--- config.mk ---
export PLATFORM = sky130hd
export DESIGN_NAME = pwm_speed_ctrl_flat
export DESIGN_NICKNAME = d
export VERILOG_FILES = /design/src/rtl/pwm_speed_ctrl_if.sv /design/src/rtl/pwm_speed_ctrl.sv /design/src/flat_wrapper.sv
export SDC_FILE = /design/constraint.sdc
export NUM_CORES = 1
export LEC_CHECK = 0
export ABC_AREA = 1
export CAP_MARGIN = 40
export CORE_ASPECT_RATIO = 1.25
export CORE_MARGIN = 5
export CORE_UTILIZATION = 64
export CTS_BUF_LIST = sky130_fd_sc_hd__clkbuf_8
export CTS_CLUSTER_DIAMETER = 50
export CTS_CLUSTER_SIZE = 25
export DETAILED_ROUTE_END_ITERATION = 16
export HOLD_SLACK_MARGIN = 0.15
export MAX_ROUTING_LAYER = met4
export PLACE_DENSITY = 0.82
export SETUP_SLACK_MARGIN = 0.3
export SLEW_MARGIN = 20
export SYNTH_ARGS = -nofsm -noshare
export SYNTH_HDL_FRONTEND = slang
export SYNTH_SLANG_ARGS = --single-unit
--- constraint.sdc ---
create_clock -name clk -period 2.5 [get_ports clk]
set_clock_uncertainty 0.2 [all_clocks]
set_input_delay 0.75 -clock clk [delete_from_list [all_inputs] [get_ports clk]]
set_output_delay 0.75 -clock clk [all_outputs]
set_load 0.05 [all_outputs]
--- src/rtl/pwm_speed_ctrl_if.sv ---
// Button inputs and PWM control outputs exchanged between the board front-end and the PWM stage.
interface pwm_speed_ctrl_if;
    logic       btn_up;
    logic       btn_down;
    logic       btn_en;
    logic       enable;
    logic [2:0] speed;
    logic [2:0] target;
    logic       speed_chg;

    modport master (
        output btn_up, btn_down, btn_en,
        input  enable, speed, target, speed_chg
    );

    modport slave (
        input  btn_up, btn_down, btn_en,
        output enable, speed, target, speed_chg
    );
endinterface

--- src/rtl/pwm_speed_ctrl.sv ---
// Button front-end for the PWM stage: synchronize, debounce, press-detect, then ramp the
// applied speed one step per ramp period toward a saturating target.
module pwm_speed_ctrl #(
    parameter int DEBOUNCE_CYCLES = 50000,
    parameter int RAMP_CYCLES     = 500000
) (
    input  logic             clk,
    input  logic             rst_n,
    pwm_speed_ctrl_if.slave  bus
);
    localparam int DW = (DEBOUNCE_CYCLES > 2) ? $clog2(DEBOUNCE_CYCLES) : 1;
    localparam int RW = (RAMP_CYCLES > 2) ? $clog2(RAMP_CYCLES) : 1;
    localparam logic [DW-1:0] DEB_LAST  = DW'(DEBOUNCE_CYCLES - 1);
    localparam logic [RW-1:0] RAMP_LAST = RW'(RAMP_CYCLES - 1);

    // Button index: 0 = up, 1 = down, 2 = enable.
    logic [2:0]    w_raw;
    logic [2:0]    r_sync1, r_sync2;
    logic [2:0]    r_deb, r_deb_q, r_press;
    logic [DW-1:0] r_cnt [3];

    logic          r_enable;
    logic [2:0]    r_speed;
    logic [2:0]    r_target;
    logic          r_speed_chg;
    logic [RW-1:0] r_ramp;

    logic          w_tick;
    logic          w_disable;
    logic [2:0]    w_target_next;
    logic [2:0]    w_speed_next;

    assign w_raw = {bus.btn_en, bus.btn_down, bus.btn_up};

    // NOTE: state is written with <= so every flop samples pre-edge values; blocking here
    // would let r_sync2 see this cycle's r_sync1 and collapse the synchronizer to one stage.
    always_ff @(posedge clk or negedge rst_n) begin
        if (!rst_n) begin
            r_sync1 <= '0;
            r_sync2 <= '0;
            r_deb   <= '0;
            r_deb_q <= '0;
            r_press <= '0;
            for (int i = 0; i < 3; i++) r_cnt[i] <= '0;
        end else begin
            r_sync1 <= w_raw;
            r_sync2 <= r_sync1;
            for (int i = 0; i < 3; i++) begin
                if (r_sync2[i] == r_deb[i]) begin
                    r_cnt[i] <= '0;
                end else if (r_cnt[i] == DEB_LAST) begin
                    r_deb[i] <= r_sync2[i];
                    r_cnt[i] <= '0;
                end else begin
                    r_cnt[i] <= r_cnt[i] + DW'(1);
                end
            end
            r_deb_q <= r_deb;
            r_press <= r_deb & ~r_deb_q;
        end
    end

    assign w_tick    = r_enable && (r_ramp == RAMP_LAST);
    assign w_disable = r_enable && r_press[2];

    // NOTE: each always_comb output gets a default first so no path leaves it unassigned
    // and no latch is inferred.
    always_comb begin
        w_target_next = r_target;
        if (r_press[0] && !r_press[1] && r_target != 3'd7)
            w_target_next = r_target + 3'd1;
        else if (r_press[1] && !r_press[0] && r_target != 3'd0)
            w_target_next = r_target - 3'd1;
    end

    // Ticks compare against the current target, so a target change lands on the next tick.
    always_comb begin
        w_speed_next = r_speed;
        if (w_disable)
            w_speed_next = 3'd0;
        else if (w_tick && r_speed < r_target)
            w_speed_next = r_speed + 3'd1;
        else if (w_tick && r_speed > r_target)
            w_speed_next = r_speed - 3'd1;
    end

    always_ff @(posedge clk or negedge rst_n) begin
        if (!rst_n) begin
            r_enable    <= 1'b0;
            r_speed     <= 3'd0;
            r_target    <= 3'd0;
            r_speed_chg <= 1'b0;
            r_ramp      <= '0;
        end else begin
            r_target    <= w_target_next;
            r_speed     <= w_speed_next;
            r_speed_chg <= (w_speed_next != r_speed);
            if (r_press[2])
                r_enable <= ~r_enable;
            if (!r_enable || w_disable || r_ramp == RAMP_LAST)
                r_ramp <= '0;
            else
                r_ramp <= r_ramp + RW'(1);
        end
    end

    assign bus.enable    = r_enable;
    assign bus.speed     = r_speed;
    assign bus.target    = r_target;
    assign bus.speed_chg = r_speed_chg;
endmodule

--- src/flat_wrapper.sv ---
// flat-port wrapper written by rule: the top's interface ports become plain ports
module pwm_speed_ctrl_flat 
#(
    parameter int DEBOUNCE_CYCLES = 50000,
    parameter int RAMP_CYCLES     = 500000
)
  (clk, rst_n, bus_btn_up, bus_btn_down, bus_btn_en, bus_enable, bus_speed, bus_target, bus_speed_chg);
  pwm_speed_ctrl_if bus_i ();
  input  logic clk;
  input  logic rst_n;
  input wire logic [$bits(bus_i.btn_up)-1:0] bus_btn_up;
  input wire logic [$bits(bus_i.btn_down)-1:0] bus_btn_down;
  input wire logic [$bits(bus_i.btn_en)-1:0] bus_btn_en;
  output wire logic [$bits(bus_i.enable)-1:0] bus_enable;
  output wire logic [$bits(bus_i.speed)-1:0] bus_speed;
  output wire logic [$bits(bus_i.target)-1:0] bus_target;
  output wire logic [$bits(bus_i.speed_chg)-1:0] bus_speed_chg;
  assign bus_i.btn_up = bus_btn_up;
  assign bus_i.btn_down = bus_btn_down;
  assign bus_i.btn_en = bus_btn_en;
  assign bus_enable = bus_i.enable;
  assign bus_speed = bus_i.speed;
  assign bus_target = bus_i.target;
  assign bus_speed_chg = bus_i.speed_chg;
  pwm_speed_ctrl #(.DEBOUNCE_CYCLES(DEBOUNCE_CYCLES), .RAMP_CYCLES(RAMP_CYCLES)) u_core (.clk(clk), .rst_n(rst_n), .bus(bus_i));
endmodule
==> results by group <==
Timing
  – RSZ-0062 raised after global routing: yes
  – Hold Worst Slack: 0.156 ns
  – Fin. Hold Viols: 0
  – Post-route clock period utilization: approximately nine tenths
  – Max-slew violation count: 0
  – Clock period minus worst slack: around 2.2 ns
  – Peak Freq: 449 MHz
  – Relative slew slack: roughly two thirds
  – Worst-Margin Slew: 0.482 ns
  – Setup TNS: 0 ns
  – Setup-failing EPs final: 0
  – Final worst setup slack: 0.272 ns

Yosys
  – Synth cell count leaders: nand2_1, nor2_1, dfrtp_1, inv_1, nand3_1
  – Async S/R FF share, synth: 100%
  – Post-synth EDFFs: 0
  – Cells after synthesis: 555
  – Synth Net Count: 570
  – Synth unique cells: 33
  – Top post-synthesis cells by area: dfrtp_1, nand2_1, nor2_1, inv_1, nand3_1
  – Post-synth top area share: between 40% and 50%
  – Register area share after synthesis: 48.1%
  – Synthesized flop and latch total: 90
  – Prevailing post-synth register cell: dfrtp_1
  – Biggest area consumer among synthesized cells: dfrtp_1
  – Synth Cell Area: 4680 um^2
  – Mean Syn Cell Area: 8.43 um^2
  – Syn. warnings: 0
  – Cell with the most instances after synthesis: nand2_1

Critical path
  – Largest delay share family, worst path: buffers and inverters
  – Crit path max fanout: 5
  – Data required time at the worst endpoint: around 1.6 ns
  – Critical Path Start Type: register
  – R2R Setup Slk: 0.51 ns
  – Arr. time, crit path: 1.28 ns
  – Setup CP Type: register to primary output
  – Critical-path top delay cell: clkdlybuf4s15_1
  – CP Launch Point: u_core.bus.target[1]
  – R2R Path End: u_core.bus.speed[0]
  – Worst path cell trace: clkdlybuf4s15_1
  – Setup crit end kind: primary output
  – Reg2Reg Depth: 10
  – Peak per-stage delay on the critical path: 0.51 ns
  – Buffers and inverters on the worst path: 1
  – R2R Path Start: u_core.bus.target[1]

Die
  – Core area: 7060 um^2
  – Die H: about 110 um
  – Initial Utilization: 66.3%
  – Die area: 9130 um^2
  – Die Wd: a little under 90 um
  – Boundary Pins: 13
  – Cell row count: 34

Power and ir drop
  – Pwr Total: 0.00270 W
  – Sw frac: 22.3%
  – Leak: 2.21 nW
  – Net switching power: approximately 0.00060 W
  – Comb power frac: 2.9%
  – Clock power frac: 42.2%
  – Worst-case vdd ir drop: 0.456 mV
  – PwrDens: 524 nW/um^2
  – Flop pwr share: between 50% and 60%
  – Pint: about 0.0021 W

Detailed routing
  – Drt wl/cell: 12.8 um
  – Pre-Repair DR Iteration Count: 5
  – Antenna-violating nets left: 0
  – Routed vias: 3665
  – Total wire length: approximately 8600 um
  – Post-DR vias/cell: around 5.4
  – Post-route DRC: 0
  – First DRT Iteration DRCs: around 190

Min path
  – Hold Startpoint: u_core.r_sync1[0]
  – HP Class: register to register
  – Hold endpoint: u_core.r_sync2[0]
  – Worst Hold Depth: 0

Run status
  – Status: finished, final reports clean

Finish
  – Final core utilization: 73.0%
  – Nets@finish: 594
  – Layout area overhead: 10.2%
  – Fraction of layout cells with a size suffix above 1: 12.5%
  – # diodes: 0

Clock network
  – CTS clk-pin slew, worst paths: about 0.10 ns
  – # H-tree levels: 3
  – CTS Root Cell: clkbuf_8
  – CTS max path bufs: 2
  – CTS Buf Count: 9
  – Clk sink count: 90
  – CTS tree: yes
  – Worst-Skew Late Latency: 0.36 ns

Placed design
  – Hpwl dp: 6220 um
  – PortBufs: 12
  – Pre-CTS setup slack: 0.357 ns
  – Final GP Congestion: 0.874

Global route
  – Most Crowded Layer GR: met2
  – Vias in the first global route: roughly 3600
  – Global-route wire length before repair: roughly 16000 um
  – Pin count of the biggest net entering global routing: 53
  – Met3 Resource Use GR: roughly 3.4%
  – Initial antenna violation count: 0
  – Gr usage total: 21.8%
  – Grt ovf: 0
  – GR Layer Usage met1: between 20% and 30%
  – Met2 Usage GRT: 35.2%

Job
  – Max Cap Viol: 0
-- registers in the layout, summed over array words and instances (netlist names) --
register,count
u_core.r_deb,3
u_core.bus.speed_chg,1
u_core.bus.enable,1
u_core.r_sync2,3
u_core.r_ramp,19
u_core.r_cnt,48
u_core.r_deb_q,3
u_core.bus.target,3
u_core.r_press,3
u_core.bus.speed,3
u_core.r_sync1,3
-- repair_timing --
item,4_1_cts,5_1_grt
hold buffers,1,0
endpoints found under the hold margin,21,0
resized for setup,5,5
endpoints found under the setup margin,3,17
buffers inserted,0,0
-- cells in the final DEF (no fill, tap or decap), drive strengths merged, types with 11 or more instances in the layout --
cell	n
nand4	14
nand3	41
nor3	30
nor2	109
dfrtp	90
nor4	14
nand2	97
xor2	19
nor3b	17
a21oi	11
inv	76
-- power groups by stage --
stage / sequential (W) / combinational, W / clock [W]
6_report: 0.00148 / 0.0000785 / 0.00114
5_1_grt: 0.00149 / 0.0000929 / 0.00123
4_1_cts: 0.00148 / 0.0000824 / 0.00116
3_5_place_dp: 0.00151 / 0.0000811 / 0
3_3_place_gp: 0.00151 / 0.0000776 / 0
2_1_floorplan: 0.00151 / 0.0000328 / 0
-- logic make-up (layout without fill, tap and decap cells) --
| family | count (synthesis) | after routing | share of synthesized area, % |
|---|---|---|---|
| simple gates | 325 | 325 | 33.7 |
| mux | 3 | 3 | 0.722 |
| compound gates | 22 | 22 | 2.62 |
| fa+ha+maj | 10 | 10 | 2.83 |
| flops | 90 | 90 | 48.1 |
| buf+inv | 76 | 105 | 6.52 |
| xor+xnor | 29 | 29 | 5.43 |
-- area by class of cell --
| cell class | count | area [um^2] |
|---|---|---|
| clock inverter | 6 | 95.1 |
| clock buffer | 10 | 138 |
| fill | 524 | 1910 |
| sequential | 90 | 2250 |
| timing repair buffer | 16 | 151 |
| multi-input combinational | 389 | 2130 |
| tap | 90 | 113 |
| inverter | 73 | 274 |
-- routing by layer --
layer | routed length [um] | share of wire [%]
met5 | 0 | 0
met4 | 131 | 1.5
met3 | 382 | 4.4
met2 | 4240 | 49
met1 | 3840 | 45
-- worst max-delay path by stage --
stage	endpoint	slack, ns	cells past startpoint
floorplan	u_core.bus.speed[0]	0.33	9
global placement	bus_target[1]	0.36	1
detailed placement	bus_target[1]	0.36	1
CTS	bus_target[1]	0.23	1
global route	bus_target[1]	0.20	1
finish	bus_target[1]	0.27	1
-- stage by stage --
stage | cells | cell area, um^2
after floorplan | 555 | 4680
after global placement | 657 | 4900
after detailed placement | 657 | 4900
after CTS | 674 | 5140
after global routing | 674 | 5150
final | 674 | 5150
Note: power is estimated with default switching activity, not from simulation.
